## src/rtl/cluster_cg_ctrl.sv

```systemverilog
// Cluster clock-gating controller: idle hysteresis, gate/ungate handshake with the
// cluster clock gate, and round-robin wake/access acknowledgement for external requesters.
module cluster_cg_ctrl #(
  parameter int NB_CORES  = 4,
  parameter int NB_REQ    = 2,
  parameter int CNT_WIDTH = 8
) (
  input  logic                 clk_i,
  input  logic                 rstn_i,
  input  logic                 cfg_en_i,
  input  logic [CNT_WIDTH-1:0] cfg_idle_cycles_i,
  input  logic [NB_CORES-1:0]  cores_busy_i,
  input  logic                 cluster_int_busy_i,
  input  logic                 events_i,
  input  logic [NB_REQ-1:0]    wake_req_i,
  output logic [NB_REQ-1:0]    wake_ack_o,
  input  logic                 gated_i,
  output logic                 cg_en_o,
  output logic                 incoming_req_o,
  output logic                 sleeping_o
);

  localparam int PTR_W = (NB_REQ > 1) ? $clog2(NB_REQ) : 1;

  localparam logic [1:0] ST_RUN      = 2'd0;
  localparam logic [1:0] ST_GATE_REQ = 2'd1;
  localparam logic [1:0] ST_GATED    = 2'd2;
  localparam logic [1:0] ST_WAKE     = 2'd3;

  logic [1:0]           state_q, state_d;
  logic [CNT_WIDTH-1:0] cnt_q, cnt_d;
  logic [PTR_W-1:0]     ptr_q, ptr_d;
  logic [NB_REQ-1:0]    ack_q, ack_d;
  logic                 ev_s1_q, ev_s2_q;
  logic                 cg_en_q, cg_en_d;
  logic                 sleeping_q, sleeping_d;

  logic                 busy, anyreq, idle, wake;
  logic [NB_REQ-1:0]    req_m;
  logic                 grant_found;
  logic [PTR_W-1:0]     grant_idx;
  logic [PTR_W-1:0]     cand;

  assign busy   = cluster_int_busy_i | (|cores_busy_i);
  assign anyreq = |wake_req_i;
  assign idle   = cfg_en_i & ~busy & ~ev_s2_q & ~anyreq;
  assign wake   = ~idle;

  // A requester keeps its line high during its ack cycle; that cycle must not re-grant it.
  generate
    for (genvar gi = 0; gi < NB_REQ; gi++) begin : g_req_mask
      assign req_m[gi] = wake_req_i[gi] & ~ack_q[gi];
    end
  endgenerate

  always_comb begin
    grant_found = 1'b0;
    grant_idx   = '0;
    cand        = '0;
    for (int i = 0; i < NB_REQ; i++) begin
      cand = PTR_W'((int'(ptr_q) + i) % NB_REQ);
      if (!grant_found && req_m[cand]) begin
        grant_found = 1'b1;
        grant_idx   = cand;
      end
    end
  end

  always_comb begin
    ack_d = '0;
    ptr_d = ptr_q;
    if (state_q == ST_RUN && grant_found) begin
      ack_d[grant_idx] = 1'b1;
      ptr_d = (grant_idx == PTR_W'(NB_REQ - 1)) ? '0 : grant_idx + 1'b1;
    end
  end

  always_comb begin
    state_d = state_q;
    cnt_d   = '0;
    case (state_q)
      ST_RUN: begin
        if (idle) begin
          if (cnt_q == cfg_idle_cycles_i) begin
            state_d = ST_GATE_REQ;
          end else if (cnt_q != {CNT_WIDTH{1'b1}}) begin
            cnt_d = cnt_q + 1'b1;
          end else begin
            cnt_d = cnt_q;
          end
        end
      end
      ST_GATE_REQ: begin
        // Gate may already have closed in the same cycle the wake arrives.
        if (wake) begin
          state_d = gated_i ? ST_WAKE : ST_RUN;
        end else if (gated_i) begin
          state_d = ST_GATED;
        end
      end
      ST_GATED: begin
        if (wake) begin
          state_d = ST_WAKE;
        end
      end
      ST_WAKE: begin
        if (!gated_i) begin
          state_d = ST_RUN;
        end
      end
      default: state_d = ST_RUN;
    endcase
  end

  assign cg_en_d    = (state_d == ST_GATE_REQ) | (state_d == ST_GATED);
  assign sleeping_d = (state_d == ST_GATED);

  always_ff @(posedge clk_i or negedge rstn_i) begin
    if (!rstn_i) begin
      state_q    <= ST_RUN;
      cnt_q      <= '0;
      ptr_q      <= '0;
      ack_q      <= '0;
      ev_s1_q    <= 1'b0;
      ev_s2_q    <= 1'b0;
      cg_en_q    <= 1'b0;
      sleeping_q <= 1'b0;
    end else begin
      state_q    <= state_d;
      cnt_q      <= cnt_d;
      ptr_q      <= ptr_d;
      ack_q      <= ack_d;
      ev_s1_q    <= events_i;
      ev_s2_q    <= ev_s1_q;
      cg_en_q    <= cg_en_d;
      sleeping_q <= sleeping_d;
    end
  end

  assign cg_en_o        = cg_en_q;
  assign sleeping_o     = sleeping_q;
  assign wake_ack_o     = ack_q;
  assign incoming_req_o = anyreq;

endmodule
```

## config.mk

```make
export PLATFORM = sky130hd
export DESIGN_NAME = cluster_cg_ctrl
export DESIGN_NICKNAME = d
export VERILOG_FILES = /design/src/rtl/cluster_cg_ctrl.sv
export SDC_FILE = /design/constraint.sdc
export NUM_CORES = 1
export LEC_CHECK = 0
export ABC_AREA = 0
export BUFFER_PORTS_ARGS = -buffer_cell sky130_fd_sc_hd__buf_2
export CORE_MARGIN = 4
export CORE_UTILIZATION = 38
export CTS_CLUSTER_SIZE = 16
export DETAILED_ROUTE_END_ITERATION = 8
export PLACE_DENSITY_LB_ADDON = 0.3
export REMOVE_ABC_BUFFERS = 1
export SYNTH_ARGS = -nofsm -noshare
export SYNTH_HDL_FRONTEND = slang
export SYNTH_SLANG_ARGS = --single-unit
```

## constraint.sdc

```tcl
create_clock -name clk_i -period 1.85 [get_ports clk_i]
set_input_delay 0.37 -clock clk_i [delete_from_list [all_inputs] [get_ports clk_i]]
set_output_delay 0.37 -clock clk_i [all_outputs]
set_load 0.05 [all_outputs]
```

**Yosys cells after proc, flatten, opt, wreduce, memory -nomap -nowiden**

Index checks and enable logic that the tools add are counted.

- Add/sub/neg operators: 3
- Order comparisons: 4
- Equality and inequality tests: 8
- Mux-type cells: 24
- Bitwise operators: 12
- Reduce and logical (&&, ||, !) cells: 7

Operator list:

| cell | number |
|---|---|
| 8-bit two-way mux | 4 |
| 2-bit two-way mux | 8 |
| 1-bit two-way mux | 10 |
| 8-bit by 1-bit adder with 8-bit output (second input constant) | 1 |
| 8-bit equality test | 1 |
| 8-bit inequality test (second input constant) | 1 |
| 2-bit case mux with 4 select lines | 1 |
| 2-bit equality test (second input constant) | 3 |
| 1-bit by 2-bit less-than comparator with 1-bit output (second input constant) | 3 |
| 1-bit bitwise AND | 5 |
| 1-bit NOT | 5 |
| 2-bit by 1-bit equality test with 1-bit output (second input constant) | 2 |
| 4-bit by 2-bit inequality test with 1-bit output (second input constant) | 1 |
| 4-bit OR reduction | 1 |
| 1-bit logical AND | 3 |
| 1-bit adder (second input constant) | 2 |
| 2-bit logical NOT | 1 |
| 1-bit bitwise OR | 2 |
| 2-bit OR reduction | 1 |
| 1-bit demux with 1-bit select | 1 |
| 1-bit greater-or-equal comparator (second input constant) | 1 |
| 1-bit logical NOT | 1 |

- Register bits after elaboration: 17
- Output and inout bits: 5
- Word-level logic and storage cells: 66

**Depth between registers and ports, before layout**

- Depth after elaboration: 13
- Depth in mapped cells: 7
- Mapped depth without buffers: 6

**Least setup slack after synthesis**

No wires, ideal clock.

- Path type: input -> register
- From: input cores_busy_i[3]
- To: register cg_en_q, in the netlist cg_en_o
- Library setup time: 0.113 ns
- Data arrival time: 1.437 ns
- Data required time: 1.737 ns
- Slack: 0.300 ns
- Stages on the path: 6
- Path through: nor4_1 and4_2 nor2b_1 a211oi_1 ha_1 inv_1

- Cells in the longest elaborated chain, start to end: 10

RTL lines:

| what | line | text |
|---|---|---|
| start: declaration | 12 | `input logic [NB_CORES-1:0] cores_busy_i,` |
| 4-bit OR reduction * | 44 | `assign busy = cluster_int_busy_i \| (\|cores_busy_i);` |
| 1-bit bitwise OR * | 44 |  |
| 1-bit NOT * | 46 | `assign idle = cfg_en_i & ~busy & ~ev_s2_q & ~anyreq;` |
| 1-bit bitwise AND * (3 in a row) | 46 |  |
| 2-bit two-way mux, on equally long branches | 102, 83, 95 |  |
| 2-bit case mux with 4 select lines * | 81 | `case (state_q)` |
| 2-bit by 1-bit equality test with 1-bit output or 2-bit equality test (tied branches) | 115 | `assign cg_en_d = (state_d == ST_GATE_REQ) \| (state_d == ST_GATED);` |
| 1-bit bitwise OR * | 115 |  |
| net cg_en_d | 35 | `logic cg_en_q, cg_en_d;` |
| end signal: assignment | 135 | `cg_en_q <= cg_en_d;` |
| end: declaration | 35 |  |

Mark *: on every way through the listed nets, which the timed path passes. The rest lies on a longest branch.
A chain may end at the register's enable or synchronous reset.

**Worst setup path in the final report**

- From: register cnt_q[5]
- To: register cg_en_q, in the netlist cg_en_o

- Cells in the longest elaborated chain, start to end: 6

RTL lines:

| what | line | text |
|---|---|---|
| start: declaration | 31 | `logic [CNT_WIDTH-1:0] cnt_q, cnt_d;` |
| start signal: assignment | 130 | `cnt_q <= cnt_d;` |
| 8-bit equality test * | 84 | `if (cnt_q == cfg_idle_cycles_i) begin` |
| 2-bit two-way mux * | 84 |  |
| 2-bit two-way mux * | 83 | `if (idle) begin` |
| 2-bit case mux with 4 select lines * | 81 |  |
| 2-bit by 1-bit equality test with 1-bit output or 2-bit equality test (tied branches) | 115 |  |
| 1-bit bitwise OR * | 115 |  |
| net cg_en_d | 35 |  |

Marks and branches as above.

==> reports/qor.csv <==
stage,metric,value,unit
outcome,status,completed,
critical_path,crit-path max FO,6,
place,area post-placement,0.00106,sq mm
sta,Final Hold Fails,0,
routing,Antenna Nets Post-Route,0,
global_routing,largest net degree at the start of global routing,18,
critical_path,worst reg2reg path endpoint,cg_en_o$_DFF_PN0_,
logic_synthesis,flop and latch count out of synthesis,17,
critical_path,CP arrival,1850,ps
global_routing,first-pass GRT wire length,3.31,mm
power,Peak VDD IR,0.435,mV
global_routing,total global routing overflow,0,
sta,Max Slew Vio Count,0,
hold_path,Worst Hold Launch,events_i,
critical_path,kind of end point of the critical path,flip-flop,
finish,most common library cell in the layout ignoring fill and taps,buf_2,
critical_path,worst reg2reg startpoint,cnt_q[5]$_DFFE_PN0P_,
routing,WL/cell,12.8,um
routing,Initial DRT Pass Iterations,2,
global_routing,routing usage on met3,4.98,%
routing,drt total wl,1.84,mm
die,initial cell density of the core,40.7,%
power,Net Sw Frac,38.9,%
finish,synth-to-layout area growth,20.9,%
logic_synthesis,"Avg Cell Area, Syn",10.5,sq um
power,Cell Int Power,645,uW
critical_path,crit path buf inv count,1,
hold_path,"Endpoint, Worst Hold",ev_s1_q$_DFF_PN0_,
critical_path,max incr delay on CP,480,ps
clocking,clock buffer depth,2,
critical_path,Worst Path Required,2040,ps
global_routing,met1 global-route usage,14.3,%
clocking,H-tree depth,1,
clocking,CTS Sinks,17,
power,NetSw,411,uW
sta,RSZ-0062 raised after global routing,false,
critical_path,Crit-path slowest cell,dfrtp_1,
sta,Final TNS setup,0,ps
logic_synthesis,Syn Std Cell Area,917,sq um
place,Port-buffer cells,24,
routing,DR vias,727,
die,Vert. Die Dim,57.1,um
global_routing,global-route usage over all layers,13.4,%
routing,vias per inst,5.05,
logic_synthesis,register area share after synthesis,46.4,%
clocking,CTS resizes,0,
routing,drt first-iter violations,7,
clocking,total CTS buffers,3,
clocking,root buffer cell,clkbuf_4,
die,DIE AREA,0.00326,sq mm
die,die width,57.1,um
critical_path,crit path kind,reg2reg,
power,static leakage,0.000524,uW
clocking,"Reg clk slew, reported paths",100,ps
clocking,clock latency on the worst-skew pair,290,ps
finish,most frequent cells in the layout,"24 x buf_2, 17 x dfrtp_1, 12 x nor2_1, 7 x nand2_1, 7 x xnor2_1",
global_routing,GRT busiest layer,met2,
power,Gate power share,35.1,%
critical_path,R2R cell count,6,
place,Detailed Place HPWL,1.45,mm
power,pwr/cell area,953,mW/mm^2
die,I/O pin cnt,25,
logic_synthesis,post-synth cell types,34,
place,gpl congestion,0.792,
logic_synthesis,"EDFF count, synth",0,
critical_path,CP startpoint kind,flip-flop,
sta,fin crit period,1670,ps
sta,final hold slack,176,ps
hold_path,Hold WC Path Type,in2reg,
critical_path,worst path cell trace,xnor2_2 -> nand4_2 -> o31ai_2 -> a211oi_1 -> ha_1 -> inv_1,
routing,DR DRC count,0,
hold_path,hold path cells,1,
clocking,CTS tree,done,
logic_synthesis,"Primary FF master, synth",dfrtp_1,
global_routing,initial antenna violation count,0,
job,Max-Cap Viols,0,
sta,Worst Tran Pin Value,378,ps
finish,Final Cell Area,0.00111,sq mm
sta,Peak Freq,600,MHz
finish,antenna cells,0,
logic_synthesis,Yosys Warn Count,0,
sta,Final period util,90.0,%
sta,Worst slew margin,74.8,%
critical_path,cell family with most CP delay,flip-flops,
sta,Worst Skew,8.02,ps
power,Final Power,1060,uW
sta,Final Setup Violations,0,
finish,share of cells above drive strength 1,32.8,%
finish,Nets,139,
global_routing,GR Layer Usage met2,23.2,%
power,Flop pwr share,46.6,%
die,row count,17,
global_routing,vias in the first global route,767,
logic_synthesis,Gate Count Post-Synth,87,
critical_path,worst reg-to-reg setup slack,180,ps
logic_synthesis,"FFs w/ async S/R, synth",100,%
die,Core ar.,0.00225,sq mm
power,clock power share,18.3,%
[registers in the layout (all words and copies together) (netlist names)]
signal	flops
cg_en_o	1
cnt_q	8
ev_s1_q	1
ev_s2_q	1
ptr_q	1
sleeping_o	1
state_q	2
wake_ack_o	2
[final cells by class]
cell class	count	area, sq um
Fill cell	237	1150
Tap cell	28	35.0
Timing Repair Buffer	27	145
Inverter	3	11.3
Sequential cell	17	425
Clock buffer	3	22.5
Multi-Input combinational cell	65	464
Clock inverter	1	5.00
[cell usage after synthesis, types with 2 or more instances]
cell type / instances / area (sq um)
a31oi_1: 2 / 12.5
nand2_1: 7 / 26.3
a21oi_1: 2 / 10.0
nand3_1: 2 / 10.0
ha_1: 2 / 25.0
xnor2_1: 7 / 61.3
and3_1: 2 / 12.5
nor2b_1: 2 / 12.5
xor2_1: 2 / 17.5
a211oi_2: 2 / 25.0
inv_1: 3 / 11.3
dfrtp_1: 17 / 425
nand4_1: 3 / 18.8
nand2b_1: 2 / 12.5
nor2_1: 12 / 45.0
mux2i_1: 2 / 20.0
[per-layer routing]
metal	routed length, um	vias up
met4	26	0
met3	94	2
li1	-	368
met1	793	344
met2	927	13
met5	0	-
[cell families (layout without fill, tap and decap cells)]
logic type	after synthesis	count (layout)	synth area share, %
DFF	17	17	46.4
muxes	2	2	2.18
buffers and inverters	5	34	3.00
xor gates and xnor gates	10	10	10.4
and+or+nand+nor	38	38	22.4
AOI/OAI and AO/OA	13	13	13.0
adders and majority gates	2	2	2.73
[metrics by stage]
stage,util (%),setup WS (ps),cells
global route,49.2,2.64,144
detailed placement,47.2,115,138
floorplan,-,300,85
global placement,47.2,140,138
finish,49.2,184,144
CTS,48.8,153,143
[worst max path at each step]
stage | startpoint | endpoint | slack [ps] | cells after the start
2_1_floorplan | cores_busy_i[3] | cg_en_o$_DFF_PN0_ | 300 | 6
3_3_place_gp | cores_busy_i[3] | cg_en_o$_DFF_PN0_ | 140 | 7
3_5_place_dp | cores_busy_i[3] | cg_en_o$_DFF_PN0_ | 110 | 7
4_1_cts | cnt_q[2]$_DFFE_PN0P_ | cg_en_o$_DFF_PN0_ | 150 | 6
5_1_grt | ev_s2_q$_DFF_PN0_ | cg_en_o$_DFF_PN0_ | 3 | 6
6_report | cnt_q[5]$_DFFE_PN0P_ | cg_en_o$_DFF_PN0_ | 180 | 6
[power by group through the flow]
| stage | clock, uW | combinational [uW] | sequential (uW) |
|---|---|---|---|
| after CTS | 208 | 375 | 492 |
| after floorplan | 0 | 160 | 602 |
| after global routing | 225 | 411 | 504 |
| final | 194 | 371 | 492 |
| after global placement | 0 | 360 | 494 |
| after detailed placement | 0 | 373 | 499 |
[what timing repair did]
item                                   4_1_cts  5_1_grt
hold buffers                                 1        0
setup buffers                                0        1
endpoints found under the hold margin       17        0
setup endpoints to repair                    0        1
(Power assumes the default switching activity.)
